==> config.mk <==
export PLATFORM = sky130hd
export DESIGN_NAME = audio_i2s_tx
export DESIGN_NICKNAME = d
export VERILOG_FILES = /design/src/rtl/audio_i2s_tx.sv
export SDC_FILE = /design/constraint.sdc
export NUM_CORES = 1
export LEC_CHECK = 0
export CAP_MARGIN = 0
export CORE_UTILIZATION = 35
export CTS_CLUSTER_SIZE = 20
export DETAILED_ROUTE_END_ITERATION = 16
export DONT_BUFFER_PORTS = 1
export PLACE_DENSITY = 0.63
export SYNTH_ARGS = -nofsm -noshare
export SYNTH_HDL_FRONTEND = slang
export SYNTH_SLANG_ARGS = --single-unit
export TNS_END_PERCENT = 10
==> constraint.sdc <==
create_clock -name i_clk -period 2.8 [get_ports i_clk]
set_clock_uncertainty 0.15 [all_clocks]
set_input_delay 0.7 -clock i_clk [delete_from_list [all_inputs] [get_ports i_clk]]
set_output_delay 0.7 -clock i_clk [all_outputs]
set_load 0.02 [all_outputs]
==> src/rtl/audio_i2s_tx.sv <==
`default_nettype none
// +----------------------------------------------------------------------+
// | audio_i2s_tx : one-entry buffered mono-to-stereo I2S transmitter      |
// | Revision     : 1.0                                                    |
// +----------------------------------------------------------------------+
module audio_i2s_tx #(
   parameter int DIV = 4
) (
   input  logic        i_clk,
   input  logic        i_rst,
   input  logic        i_enable,
   input  logic        i_valid,
   input  logic [15:0] i_data,
   output logic        o_ready,
   input  logic        i_clr_flags,
   output logic        o_bclk,
   output logic        o_lrck,
   output logic        o_dat,
   output logic        o_overflow,
   output logic        o_underrun
);

   localparam logic [7:0] DIV_LAST = 8'(DIV - 1);

   logic [7:0]  div_cnt;
   logic        bclk;
   logic [4:0]  slot;
   logic        lrck;
   logic        dat;
   logic [15:0] frame;
   logic [15:0] buf_data;
   logic        buf_full;
   logic        overflow;
   logic        underrun;

   logic        div_wrap;
   logic        fall_tick;
   logic [4:0]  slot_nxt;
   logic        load;
   logic        accept;
   logic [15:0] frame_nxt;
   logic [3:0]  bit_sel;
   logic        dat_nxt;

   always_comb begin
      div_wrap  = (div_cnt == DIV_LAST);
      fall_tick = i_enable & div_wrap & bclk;
      slot_nxt  = slot + 5'd1;
      load      = fall_tick & (slot_nxt == 5'd1);
      accept    = i_valid & ~buf_full;
      // On the slot-1 entry the first data bit comes from the freshly loaded word
      frame_nxt = (load && buf_full) ? buf_data : frame;
      bit_sel   = ~(slot_nxt[3:0] - 4'd1);
      dat_nxt   = frame_nxt[bit_sel];
   end

   always_ff @(posedge i_clk) begin
      if (i_rst) begin
         div_cnt  <= '0;
         bclk     <= 1'b0;
         slot     <= '0;
         lrck     <= 1'b0;
         dat      <= 1'b0;
         frame    <= '0;
         buf_data <= '0;
         buf_full <= 1'b0;
         overflow <= 1'b0;
         underrun <= 1'b0;
      end else begin
         if (!i_enable) begin
            div_cnt <= '0;
            bclk    <= 1'b0;
            slot    <= '0;
            lrck    <= 1'b0;
            dat     <= 1'b0;
         end else begin
            div_cnt <= div_wrap ? 8'd0 : div_cnt + 8'd1;
            if (div_wrap) begin
               bclk <= ~bclk;
            end
            if (fall_tick) begin
               slot  <= slot_nxt;
               lrck  <= slot_nxt[4];
               dat   <= dat_nxt;
               frame <= frame_nxt;
            end
         end

         // Load and accept are mutually exclusive: accept needs an empty buffer
         if (load && buf_full) begin
            buf_full <= 1'b0;
         end
         if (accept) begin
            buf_data <= i_data;
            buf_full <= 1'b1;
         end

         if (i_valid && buf_full) begin
            overflow <= 1'b1;
         end else if (i_clr_flags) begin
            overflow <= 1'b0;
         end

         if (load && !buf_full) begin
            underrun <= 1'b1;
         end else if (i_clr_flags) begin
            underrun <= 1'b0;
         end
      end
   end

   assign o_ready    = ~buf_full;
   assign o_bclk     = bclk;
   assign o_lrck     = lrck;
   assign o_dat      = dat;
   assign o_overflow = overflow;
   assign o_underrun = underrun;

endmodule
`default_nettype wire

## Yosys cells after proc, flatten, opt, wreduce, memory -nomap -nowiden

Cells that the tools add are included.

- Multiplexer cells: 8
- Reduce and logical (&&, ||, !) cells: 10
- Order comparisons: 1
- Eq/ne operators: 2
- Bitwise gates (word level): 8
- $add $sub $neg: 3

Operators with widths:

| operator | count |
|---|---|
| $mux 16 | 1 |
| $add 8x1->8 const B | 1 |
| $eq 8x2->1 const B | 1 |
| $mux 1 | 6 |
| $reduce_bool 2->1 | 3 |
| $add 5x1->5 const B | 1 |
| $eq 5x1->1 const B | 1 |
| $lt 4x5->1 const B | 1 |
| $and 1x1->1 | 4 |
| $bmux 1 s4 | 1 |
| $not 4->4 | 1 |
| $sub 4x1->4 const B | 1 |
| $logic_and 1x1->1 | 3 |
| $not 1->1 | 3 |
| $reduce_or 3->1 | 1 |
| $reduce_and 2->1 | 1 |
| $reduce_or 2->1 | 1 |
| $logic_not 1->1 | 1 |

- Register bits after elaboration: 51
- Bits of input ports: 21
- Logic and storage cells: 42
- Output and inout port bits: 6

## Longest topological paths before layout

- Word-level depth: 8
- Gate-level depth with buffers: 10
- Depth with buffers taken out: 9

## Worst setup path after synthesis

Ideal clock, no wire load.

- Path type: reg-to-reg
- Start point: register div_cnt[4]
- End point: register dat, in the netlist o_dat
- Required time: 2.591 ns
- Slack: -0.113 ns
- Path buffers: 1
- Library setup time: 0.059 ns
- Stages on the path, launching flop included: 10
- Arrival time: 2.704 ns
- Clock period less this slack: 2.913 ns
- Cells stage by stage: dfxtp_1 -> or4_4 -> nor4_4 -> nand3_4 -> nor2_4 -> buf_12 -> mux2i_1 -> mux4_2 -> a211oi_2 -> o31a_1

- Word-level cells in the longest chain between the ends: 8

Ends and longest elaborated chain:

| what | RTL line | text |
|---|---|---|
| from (decl) | 25 | `logic [7:0] div_cnt;` |
| from (signal assigned) | 77 | `div_cnt <= div_wrap ? 8'd0 : div_cnt + 8'd1;` |
| $eq 8x2->1 * | 46 | `div_wrap = (div_cnt == DIV_LAST);` |
| $and 1x1->1 * (2 in a row) | 47 | `fall_tick = i_enable & div_wrap & bclk;` |
| $and 1x1->1 | 49 | `load = fall_tick & (slot_nxt == 5'd1);` |
| $logic_and 1x1->1 | 52 | `frame_nxt = (load && buf_full) ? buf_data : frame;` |
| $mux 16 | 52 |  |
| $bmux 1 s4 | 54 | `dat_nxt = frame_nxt[bit_sel];` |
| $mux 1 (not written as such) | 54 |  |
| to (signal assigned) | 84 | `dat <= dat_nxt;` |
| to (decl) | 29 | `logic dat;` |

Every way passes the cells marked *; elsewhere a longest branch is shown, timed or not. The select of a mux whose other input is x is not followed.
A chain may end at the register's enable or synchronous reset.

## Worst setup path in the final report

- Start point: register div_cnt[5]
- End point: register dat, in the netlist o_dat

The elaborated chain is that of the path after synthesis.

==> results.toml <==
[outcome]
status = "finished, final reports clean"

[critical_path]
critical_path.top_delay_family = "simple AND/OR/NAND/NOR gates"
path_max_fanout = 3
critPathMaxStageDelay_ns = 0.55
worstSetupPathType = "reg -> reg"
critPathArrivalTime_ns = 2.79
crit_path_end_kind = "flop"
reg2reg_depth = 9
r2r_slack_ns = 0.10
regToRegEndpoint = "o_dat$_SDFFE_PP0N_"
slowest_stage = "or4_4"
path_cells = "or4_4, or3_4, nor3_4, buf_6, nand4_1, a21oi_2, o31ai_2, a2111oi_2, o31a_1"
worstPathRequired_ns = 2.90
cp-start-kind = "flop"
r2r_start = "div_cnt[5]$_SDFF_PP0_"
path_buf_inv = 1

[layout]
fin_cells = 336
post-route-util = 0.425
diodes = 0
design_area_mm2 = 0.00256
drive_above_1_share = 0.172
synthToLayoutAreaGrowth_pct = 15.2
final_nets = 286

[power_and_ir_drop]
p_per_area_mw_per_mm2 = 504
netSwitchingFraction = 0.204
p_sw_mw = 0.264
p_clk_frac = 0.395
p_int_mw = 1.03
p_seq_frac = 0.573
p_comb_frac = 0.032
p_leak_nw = 0.899
irDropWorstVdd_v = 0.000274
power_mw = 1.29

[placed_design]
hpwl_um = 3230
gp_congestion = 0.811
dpl_worst_slack_ns = -0.0557
port_buffers = 0
dpl_cell_area_mm2 = 0.00239
dp_cells = 329

[global_route]
grt_pass1_wl_um = 7520
grt_pass1_vias = 1591
grt_max_degree = 37
overflow = 0
grt.total_usage = 0.148
antenna_found_initial = 0

[route]
drt_first_iter_violations = 71
wl_per_cell_um = 13.4
via_per_inst = 5.05
drc = 0
routed_wl_um = 4510
drtPass1Iterations = 4
ant_nets = 0
vias = 1696

[hold_path]
hold_path_class = "reg -> reg"
hold_path_depth = 1
min_to = "div_cnt[0]$_SDFF_PP0_"
min_from = "div_cnt[0]$_SDFF_PP0_"

[synthesis]
synth-main-ff-cell = "dfxtp_1"
seq_area_frac_synth = 0.450
syn-num-nets = 276
synth_edf_count = 0
synth_seq_cells = 50
yosysWarnings = 0
netlist_instances = 251
syn_avg_cell_area_um2 = 8.86
synth_cell_types = 38
synth.cell_area_mm2 = 0.00222
ys_async_sr_fraction = 0

[cts]
cts_tree = "built"
clock-root-buffer = "clkbuf_8"
cts_sinks = 50
cts.path.max_buffers = 2
cts_buffers = 5
clk_pin_slew_worst_paths_ns = 0.09
hold_buffers = 0
clock_latency_ns = 0.30
htree_levels = 2

[timing]
timing.final.crit_share = 0.963
layout_setup_ws_ns = 0.104
tightest_slew_ns = 0.517
holdWs_ns = 0.300
rsz0062_at_grt = "true"
setup_tns_ns = 0
fmax_mhz = 371
min_period_ns = 2.70
slew_headroom = 0.654
maxSlewViolCount = 0
setup-violations-final = 0
hold_viol_final = 0

[floorplan]
initial_core_util = 0.369
io_pins = 27
design.core.area_mm2 = 0.00603
fp.dieH_um = 81.7
dieWidth_um = 81.7
fp-row-count = 28
die-area_mm2 = 0.00668

[job]
maxCapViolations = 0
==> cell usage after synthesis (all sizes together) (2+ instances only) <==
| library cell | number | area, um2 |
|---|---|---|
| dfxtp | 50 | 1000 |
| nand2 | 42 | 158 |
| nor2 | 34 | 135 |
| a21oi | 23 | 115 |
| mux2i | 14 | 140 |
| clkbuf | 11 | 41.3 |
| nand3 | 8 | 52.6 |
| xnor2 | 8 | 70.1 |
| xor2 | 8 | 70.1 |
| inv | 6 | 22.5 |
| nand4 | 6 | 37.5 |
| nor3 | 5 | 25.0 |
| ha | 4 | 50.1 |
| nand2b | 4 | 25.0 |
| o21ai | 4 | 20.0 |
| and3 | 3 | 20.0 |
| a22o | 2 | 17.5 |
| mux4 | 2 | 48.8 |
| o31ai | 2 | 15.0 |
==> how the worst max path moves through the flow <==
stage                               start                 end  slack (ns)  cells past startpoint
floorplan                        i_enable  o_dat$_SDFFE_PP0N_       -0.02                      9
global placement    div_cnt[4]$_SDFF_PP0_  o_dat$_SDFFE_PP0N_       0.003                      9
detailed placement  div_cnt[4]$_SDFF_PP0_  o_dat$_SDFFE_PP0N_       -0.06                      9
CTS                 div_cnt[4]$_SDFF_PP0_  o_dat$_SDFFE_PP0N_        0.05                      9
global route        div_cnt[5]$_SDFF_PP0_  o_dat$_SDFFE_PP0N_       -0.04                      9
finish              div_cnt[5]$_SDFF_PP0_  o_dat$_SDFFE_PP0N_        0.10                      9
==> layout by cell type, fill, tap and decap left out, types with 2 or more instances in the layout <==
| cell type | synthesis | final |
|---|---|---|
| a21oi_2 | 0 | 2 |
| inv_1 | 6 | 6 |
| nor2_1 | 33 | 33 |
| a22o_1 | 2 | 2 |
| mux2i_2 | 0 | 4 |
| nand3_1 | 7 | 6 |
| xnor2_1 | 8 | 8 |
| clkbuf_8 | 0 | 6 |
| mux2i_1 | 14 | 10 |
| dfxtp_1 | 50 | 50 |
| xor2_1 | 8 | 8 |
| o21ai_0 | 4 | 4 |
| buf_4 | 0 | 13 |
| nor3_1 | 5 | 4 |
| and3_1 | 2 | 2 |
| ha_1 | 4 | 3 |
| nand2b_1 | 4 | 4 |
| nand4_1 | 6 | 6 |
| a21oi_1 | 23 | 21 |
| nand2_1 | 42 | 41 |
| o31ai_2 | 0 | 2 |
==> power groups by stage <==
stage          Sequential, mW  Clock, mW  Combinational, mW
2_1_floorplan           0.752          0             0.0401
3_3_place_gp            0.755          0             0.0406
3_5_place_dp            0.756          0             0.0415
4_1_cts                 0.739      0.529             0.0421
5_1_grt                 0.742      0.552             0.0480
6_report                0.740      0.511             0.0408
==> layer usage <==
| metal | global-route usage | part of all wire |
|---|---|---|
| met2 | 0.236 | 0.46 |
| met5 | 0 | 0 |
| met4 | 0.0632 | 0.018 |
| met1 | 0.197 | 0.48 |
| met3 | 0.0256 | 0.035 |
==> what timing repair did <==
item,CTS,global route
pin swaps,2,9
setup buffers,0,0
gates resized for setup,3,11
endpoints found under the setup margin,1,1
==> layout make-up <==
class | count | area (um2)
tap | 75 | 93.8
timing repair buffer | 15 | 129
clock inverter | 1 | 30.0
clock buffer | 6 | 82.6
fill | 625 | 3460
sequential | 50 | 1000
multi-input combinational | 183 | 1200
inverter | 6 | 22.5
==> state kept, by name, indices dropped and copies added, names as in the netlist <==
name / flops
o_dat: 1
o_bclk: 1
frame: 16
o_underrun: 1
buf_full: 1
buf_data: 16
o_overflow: 1
div_cnt: 8
slot: 5
==> worst reg2reg max path, delay by kind of cell, from the launching register on <==
kind            cells  cell delay, ns
simple gates        4            1.28
compound gates      4            0.76
flops               1            0.32
buf+inv             1            0.14
==> logic make-up (layout without fill, tap and decap cells) <==
kind of cell	Yosys count	after routing	share of synthesized area
adder cells (fa/ha/maj)	4	4	0.0225
XOR/XNOR	16	16	0.0630
AND/OR/NAND/NOR	107	107	0.227
flip-flops	50	50	0.450
multiplexers	17	17	0.0900
AO/OA/AOI/OAI	39	39	0.110
buffers and inverters	18	28	0.0377
Note: power is estimated with default switching activity, not from simulation.
